$ cat src/rtl/lane_packer.sv
// Narrow-to-wide symbol packer: locks on a run of IDLE_SYM symbols, then packs
// RATIO symbols per word (first symbol in the MSBs) and flags words with gap fill.
module lane_packer #(
    parameter int              IN_W       = 8,
    parameter int              RATIO      = 4,
    parameter logic [IN_W-1:0] IDLE_SYM   = IN_W'(8'hBC),
    parameter int              SYNC_COUNT = 4,
    parameter bit              FILL_IDLE  = 1'b1
) (
    input  logic                  clk_4f,
    input  logic                  reset,
    input  logic [IN_W-1:0]       data_input,
    input  logic                  valid_input,
    input  logic                  realign,
    output logic [IN_W*RATIO-1:0] data_out,
    output logic                  word_strobe,
    output logic                  word_valid,
    output logic                  sincout
);

    localparam int OUT_W  = IN_W * RATIO;
    localparam int PART_W = OUT_W - IN_W;
    localparam int CNT_W  = $clog2(SYNC_COUNT + 1);
    localparam int SLOT_W = $clog2(RATIO);
    localparam logic [CNT_W-1:0]  LOCK_AT   = CNT_W'(SYNC_COUNT - 1);
    localparam logic [SLOT_W-1:0] LAST_SLOT = SLOT_W'(RATIO - 1);

    typedef enum logic {
        UNLOCKED = 1'b0,
        LOCKED   = 1'b1
    } state_t;

    state_t              state;
    logic [CNT_W-1:0]    idle_cnt;
    logic [SLOT_W-1:0]   slot;
    logic [PART_W-1:0]   word_q;   // the RATIO-1 symbols collected so far
    logic [RATIO-2:0]    real_q;   // real-symbol flags matching word_q

    logic                shift_en;
    logic [IN_W-1:0]     sym;
    logic [OUT_W-1:0]    word_next;
    logic [RATIO-1:0]    real_next;

    always_comb begin
        sym       = valid_input ? data_input : IDLE_SYM;
        shift_en  = valid_input || FILL_IDLE;
        word_next = {word_q, sym};
        real_next = {real_q, valid_input};
    end

    always_ff @(posedge clk_4f) begin
        if (reset) begin
            state       <= UNLOCKED;
            idle_cnt    <= '0;
            slot        <= '0;
            word_q      <= '0;
            real_q      <= '0;
            data_out    <= '0;
            word_strobe <= 1'b0;
            word_valid  <= 1'b0;
            sincout     <= 1'b0;
        end else begin
            word_strobe <= 1'b0;
            if (realign) begin
                // The symbol arriving with realign is dropped, even an idle.
                state    <= UNLOCKED;
                idle_cnt <= '0;
                slot     <= '0;
                word_q   <= '0;
                real_q   <= '0;
                sincout  <= 1'b0;
            end else if (state == UNLOCKED) begin
                if (valid_input) begin
                    if (data_input == IDLE_SYM) begin
                        if (idle_cnt == LOCK_AT) begin
                            state    <= LOCKED;
                            sincout  <= 1'b1;
                            idle_cnt <= '0;
                            slot     <= '0;
                            word_q   <= '0;
                            real_q   <= '0;
                        end else if (idle_cnt < LOCK_AT) begin
                            idle_cnt <= idle_cnt + CNT_W'(1);
                        end
                    end else begin
                        idle_cnt <= '0;
                    end
                end
            end else if (shift_en) begin
                if (slot == LAST_SLOT) begin
                    data_out    <= word_next;
                    word_valid  <= &real_next;
                    word_strobe <= 1'b1;
                    slot        <= '0;
                    word_q      <= '0;
                    real_q      <= '0;
                end else begin
                    word_q <= word_next[PART_W-1:0];
                    real_q <= real_next[RATIO-2:0];
                    slot   <= slot + SLOT_W'(1);
                end
            end
        end
    end

endmodule
$ cat config.mk
export PLATFORM = sky130hd
export DESIGN_NAME = lane_packer
export DESIGN_NICKNAME = d
export VERILOG_FILES = /design/src/rtl/lane_packer.sv
export SDC_FILE = /design/constraint.sdc
export NUM_CORES = 1
export LEC_CHECK = 0
export ABC_AREA = 0
export CAP_MARGIN = 40
export CORE_ASPECT_RATIO = 0.7
export CORE_MARGIN = 2
export CORE_UTILIZATION = 50
export CTS_CLUSTER_SIZE = 30
export DETAILED_ROUTE_END_ITERATION = 6
export PLACE_DENSITY = 0.78
export SLEW_MARGIN = 25
export SYNTH_ARGS = -nofsm -noshare
export SYNTH_HDL_FRONTEND = slang
export SYNTH_SLANG_ARGS = --single-unit
$ cat constraint.sdc
create_clock -name clk_4f -period 1.8 [get_ports clk_4f]
set_clock_uncertainty 0.05 [all_clocks]
set_input_delay 0.27 -clock clk_4f [delete_from_list [all_inputs] [get_ports clk_4f]]
set_output_delay 0.27 -clock clk_4f [all_outputs]
set_load 0.01 [all_outputs]
-- After elaboration in Yosys (flattened, before gate mapping)
Index checks and enable logic that the tools add are counted.
- register bits after elaboration: 68
- output and inout bits: 35
- $add $sub $neg: 2
- magnitude comparators: 1
- equal/unequal tests: 4
- multiplexer cells: 24
- bitwise operators: 2
- reduce and logical (&&, ||, !) cells: 10
- operators with widths (cell ; number):
    2-to-1 mux 24 bit ; 5
    2-to-1 mux 3 bit ; 8
    2-to-1 mux 2 bit ; 5
    AND reduction 3 bit ; 3
    == test 8 bit, second input constant ; 1
    2-to-1 mux 8 bit ; 1
    AND reduction 4 bit ; 2
    nonzero test 2 bit ; 3
    2-to-1 mux 1 bit ; 5
    adder 3 x 1 -> 3 bit, second input constant ; 1
    == test 3 x 2 -> 1 bit, second input constant ; 1
    less-than comparator 3 x 2 -> 1 bit, second input constant ; 1
    inequality test 3 x 1 -> 1 bit, second input constant ; 1
    OR reduction 3 bit ; 1
    adder 2 x 1 -> 2 bit, second input constant ; 1
    == test 2 bit, second input constant ; 1
    NOT 1 bit ; 2
    OR reduction 2 bit ; 1

-- Logic depth before layout (Yosys ltp)
Gate-level depths: netlist (run 1).
- depth in word-level cells: 5
- gate-level depth with buffers: 7
- depth with buffers taken out: 5

-- Least setup slack after synthesis (run 1)
No wires, ideal clock.
- path kind: reg-to-reg
- start: register idle_cnt[0]
- end: register real_q[1]
- library setup time: 0.117 ns
- arrival time: 1.323 ns
- path slack: 0.310 ns
- stages on the path, launching flop included: 7
- path buffers: 2
- clock period less this slack: 1.490 ns
- path through: dfxtp_1 -> ha_1 -> and3b_1 -> a31oi_4 -> buf_6 -> buf_6 -> a22o_1
- cells in the longest elaborated chain, start to end: 3
- RTL lines (item ; line ; text):
    start: declaration ; 34 ; logic [CNT_W-1:0] idle_cnt;
    start signal: assignment ; 83 ; idle_cnt <= idle_cnt + CNT_W'(1);
    == test 3 x 2 -> 1 bit ; 75 ; if (idle_cnt == LOCK_AT) begin
    nonzero test 2 bit (no line) ; n/a ;
    AND reduction 3 bit (no line) ; n/a ;
    end signal: assignment ; 99 ; real_q <= real_next[RATIO-2:0];
    end: declaration ; 37 ; logic [RATIO-2:0] real_q;
No other way between the ends.
A chain may end at the register's enable or synchronous reset.

-- Final worst setup path (run 1)
- start: register data_out[1]
- end: output port data_out[1]
- RTL lines (item ; line ; text):
    start: declaration ; 15 ; output logic [IN_W*RATIO-1:0] data_out,
    start signal: assignment ; 91 ; data_out <= word_next;
No word-level cell between the ends.

==> flow_metrics.tcl, run 1 <==
set metrics [dict create \
    yosys_warnings 0 \
    clk_latency_ns 0.33 \
    synth_top_family_by_area "compound AO/OA/AOI/OAI gates" \
    hold_buffers 0 \
    clk_pin_slew_ns 0.07 \
    dp_hpwl_um 3380 \
    synthesis.area_sq_um 2400 \
    htreeDepth 3 \
    path_delay_family "buffers and inverters" \
    worst_ir_drop_vdd_uv 491 \
    antenna_found_initial 0 \
    crit_buf_inv 1 \
    start_util_pct 51.1 \
    min_period_ns 1.55 \
    clock_path_buffers 2 \
    whs_ns 0.404 \
    vias 1947 \
    die_x_um 86.8 \
    synth_commonest_cells "dfxtp_1, nand2_1, a21oi_1" \
    synth_top_area_share_pct 56.7 \
    slew_headroom_pct 76.3 \
    grt-ovfl-total 0 \
    synthFlopType "dfxtp_1" \
    critPathRequiredTime_ns 1.48 \
    crit_fanout 2 \
    drv_cap 0 \
    slew_violations 0 \
    grt_usage_pct 20.3 \
    synth_edf_count 0 \
    cts_resized 0 \
    yosysMostFrequentCell "dfxtp_1" \
    cp.arrival_ns 1.23 \
    post-place-ws_ns -0.0581 \
    async_flop_share_pct 0 \
    fp.dieH_um 62.0 \
    ys_ff_latch 68 \
    power.density_nw_per_um2 830 \
    power_leakage_nw 1.12 \
    worstSetupStartpointType "flip-flop" \
    grt_pass1_wl_um 8150 \
    pin_count 47 \
    synth_nets 263 \
    synth_xor_area_share_pct 0 \
    rsz0062_at_grt "no" \
    num_rows 21 \
    drt_pass1_iterations 4 \
    wl_per_cell_um 13.5 \
    finalSetupViolCount 0 \
    grt_max_degree 31 \
    drive_above_1_share_pct 10.4 \
    syn2layout_area_growth_pct 30.1 \
    synth_area_leader_cell "dfxtp_1" \
    total_power_w 0.00259 \
    synthMuxAreaShare_pct 0 \
    core_sq_um 4700 \
    antenna_cells 0 \
    viasPerCell 5.35 \
    crit_path_max_incr_delay_ns 0.56 \
    setup_ws_ns 0.252 \
    ant_nets 0 \
    worst_pin_slew_ns 0.355 \
    grt_pass1_vias 1795 \
    crit_path_end_kind "output pin" \
    hold_class "reg -> reg" \
    postRouteWirelength_um 4910 \
    tns_ns 0 \
    clockRootBuffer "clkbuf_8" \
    syn-instance-count 249 \
    drt-initial-drc-count 86 \
    max_clock_freq_mhz 646 \
    synth_area_leaders "dfxtp_1, a22o_1, nand2_1, a21oi_1, a32o_1" \
    synthAdderAreaFrac_pct 1.04 \
    final_hold_viol_count 0 \
    worstSetupPathType "reg -> out" \
    place.port_buffers 46 \
    cp_cell_sequence "clkdlybuf4s50_1" \
    multi_input_area_sq_um 940 \
    gp_congestion 0.831 \
    synth_compound_area_share_pct 19.5 \
    avgSynthCellArea_sq_um 9.65 \
    seq_area_frac_synth_pct 56.7 \
    drcViolationCount 0 \
    seq_area_sq_um 1360 \
    cts.sinks 68 \
    nNetsFinal 317 \
    synth-simple-area-share_pct 18.5 \
    n_fill_cell 390 \
    fp.dieArea_sq_um 5380 \
    cts_tree "done" \
    numCtsBuffers 9 \
    synth_cell_types 30 \
    fin_crit_sh_pct 86.0 \
    critPathSlowestCell "clkdlybuf4s50_1" \
    status "finished, final reports clean" \
    postCtsSetupBuffers 0 \
]
==> stage by stage <==
step / instance area (sq um) / util [%] / instances
floorplan: 2400 / - / 249
global placement: 2970 / 63.2 / 349
detailed placement: 2970 / 63.2 / 349
CTS: 3120 / 66.4 / 364
global route: 3120 / 66.4 / 364
finish: 3120 / 66.4 / 364
==> layer usage <==
layer,routed length (um),GRT usage [%],vias up,part of all wire [%]
met1,2420,26.0,915,49
li1,-,-,983,-
met4,39,5.36,0,0.79
met2,2250,32.0,45,46
met5,0,0,-,0
met3,208,9.11,4,4.2
==> final timing paths <==
path	startpoint	to	slack (ns)	cells past startpoint
hold reg to reg	data_out[11]	data_out[11]	0.40	2
setup reg to reg	idle_cnt[0]	word_q[17]	0.28	5
hold / removal	data_out[11]	data_out[11]	0.40	2
setup / recovery	data_out[1]	data_out[1]	0.25	1
==> area by class of cell <==
class,instances,share of cell area (%)
tap,57,2.28
inverter,1,0.120
sequential,68,43.6
multi-input combinational,162,30.1
timing repair buffer,61,19.1
clock buffer,12,4.33
clock inverter,3,0.481
==> state kept, by name, summed over array words and instances, names as in the netlist <==
register,cells
slot,2
real_q,3
word_q,24
word_strobe,1
sincout,1
data_out,32
idle_cnt,3
state,1
word_valid,1
==> cells in the final DEF, fill, tap and decap left out, drive strengths merged, types with 6 or more instances in the layout <==
cell type | netlist | layout
nand2 | 55 | 55
buf | 9 | 15
a22o | 25 | 25
clkbuf | 9 | 12
a32o | 6 | 6
dfxtp | 68 | 68
a21oi | 28 | 28
clkdlybuf4s50 | 0 | 46
nor2 | 15 | 15
==> power breakdown <==
part	switching (W)	internal [W]	total [W]	leakage, nW
sequential	0.0000000135	0.00150	0.00150	0.547
clock	0.000507	0.000486	0.000993	0.0800
combinational	0.0000490	0.0000483	0.0000973	0.494
total	0.000556	0.00204	0.00259	1.12
==> logic make-up after synthesis <==
| kind of cell | after synthesis |
|---|---|
| flops | 68 |
| simple gates | 96 |
| buf+inv | 19 |
| fa+ha+maj | 2 |
| compound gates | 64 |
Note: power is estimated with default switching activity, not from simulation.
==> run 2: changes to the inputs <==
--- a/config.mk
+++ b/config.mk
@@ -6,13 +6,11 @@
 export NUM_CORES = 1
 export LEC_CHECK = 0
 export ABC_AREA = 0
-export CAP_MARGIN = 40
 export CORE_ASPECT_RATIO = 0.7
 export CORE_MARGIN = 2
-export CORE_UTILIZATION = 50
+export CORE_UTILIZATION = 25
 export CTS_CLUSTER_SIZE = 30
 export DETAILED_ROUTE_END_ITERATION = 6
-export PLACE_DENSITY = 0.78
 export SLEW_MARGIN = 25
 export SYNTH_ARGS = -nofsm -noshare
 export SYNTH_HDL_FRONTEND = slang
==> flow_metrics.tcl, run 2 (synthesized netlist as in run 1, its figures left out) <==
set metrics [dict create \
    numCtsBuffers 9 \
    cts_resized 0 \
    crit_path_end_kind "flip-flop" \
    grt_pass1_wl_um 9650 \
    regMostFlops "data_out" \
    largest_reg_flops 32 \
    postRouteWirelength_um 5720 \
    pin_count 47 \
    largestRegisters "data_out x32, word_q x24" \
    status "finished, final reports clean" \
    grt_usage_pct 12.0 \
    worstSetupStartpointType "input port" \
    max_clock_freq_mhz 634 \
    dp_hpwl_um 4010 \
    viasPerCell 4.45 \
    start_util_pct 26.1 \
    grt_max_degree 34 \
    wl_per_cell_um 13.2 \
    setup_ws_ns 0.223 \
    die_x_um 121 \
    whs_ns 0.403 \
    crit_fanout 3 \
    drt_pass1_iterations 4 \
    nNetsFinal 319 \
    core_sq_um 9220 \
    gp_congestion 0.791 \
    seq_area_sq_um 1360 \
    worst_pin_slew_ns 0.382 \
    fp.dieH_um 86.0 \
    power.density_nw_per_um2 976 \
    cts_tree "done" \
    layout_common_cells "dfxtp_1, nand2_1, clkdlybuf4s50_1" \
    vias 1927 \
    worstSetupPathType "in -> reg" \
    post-place-ws_ns -0.0969 \
    finalSetupViolCount 0 \
    syn2layout_area_growth_pct 39.2 \
    fp.dieArea_sq_um 10400 \
    layout_commonest_cell "dfxtp_1" \
    worst_ir_drop_vdd_uv 532 \
    postCtsSetupBuffers 0 \
    clockRootBuffer "clkbuf_16" \
    drcViolationCount 0 \
    drv_cap 0 \
    clk_pin_slew_ns 0.05 \
    final_hold_viol_count 0 \
    drt-initial-drc-count 75 \
    cp.arrival_ns 1.79 \
    ant_nets 0 \
    critPathRequiredTime_ns 2.02 \
    multi_input_area_sq_um 940 \
    layout.cells.non_filler 433 \
    antenna_cells 0 \
    htreeDepth 3 \
    grt-ovfl-total 0 \
    hold_buffers 0 \
    rsz0062_at_grt "no" \
    power_leakage_nw 1.19 \
    place_inst 418 \
    min_period_ns 1.58 \
    antenna_found_initial 0 \
    cts.sinks 68 \
    n_fill_cell 941 \
    clock_path_buffers 2 \
    num_rows 29 \
    place.port_buffers 46 \
    grt_pass1_vias 1962 \
    slew_violations 0 \
    slew_headroom_pct 74.5 \
    clk_latency_ns 0.32 \
    fin_crit_sh_pct 87.6 \
    hold_class "reg -> reg" \
    drive_above_1_share_pct 11.7 \
]
[run 2: routing by layer]
| layer | vias up | routed length, um | share of wire, % | GRT usage (%) |
|---|---|---|---|---|
| li1 | 984 | - | - | - |
| met1 | 882 | 2950 | 52 | 16.1 |
| met2 | 55 | 2370 | 41 | 17.3 |
| met3 | 6 | 356 | 6.2 | 5.32 |
| met4 | 0 | 47 | 0.82 | 3.66 |
| met5 | - | 0 | 0 | 0 |
[run 2: area by class of cell]
cell class / count / area share (%)
Clock inverter: 5 / 1.61
Timing Repair Buffer: 63 / 18.0
Multi-Input combinational cell: 162 / 28.1
Clock buffer: 10 / 6.85
Tap cell: 124 / 4.64
Inverter: 1 / 0.112
Sequential cell: 68 / 40.7
[run 2: worst paths after layout]
check	start	end	slack (ns)	depth (start not counted)
max reg2reg	idle_cnt[0]	real_q[2]	0.22	5
min	data_out[14]	data_out[14]	0.40	2
min reg2reg	data_out[14]	data_out[14]	0.40	2
max	data_input[5]	idle_cnt[0]	0.22	5
[run 2: critical path: stages]
cell and delay, ns:
clkdlybuf4s50_1 0.52, and4b_1 0.29, nand2_1 0.13, a221oi_1 0.37, a22o_1 0.20
[run 2: report_power, final]
group | internal (W) | leakage, nW | switching, W
sequential | 0.00151 | 0.547 | 0.0000000156
clock | 0.00106 | 0.142 | 0.000598
combinational | 0.0000495 | 0.501 | 0.0000519
total | 0.00261 | 1.19 | 0.000650
[run 2: stage by stage]
stage	power, W	setup TNS [ns]	utilization, %	cell area (sq um)
6_report	0.00326	0	36.3	3340
5_1_grt	0.00339	0	36.3	3340
4_1_cts	0.00331	0	36.3	3340
3_5_place_dp	0.00164	-0.172	33.2	3060
3_3_place_gp	0.00164	-0.0280	33.2	3060
2_1_floorplan	0.00158	0	-	2400
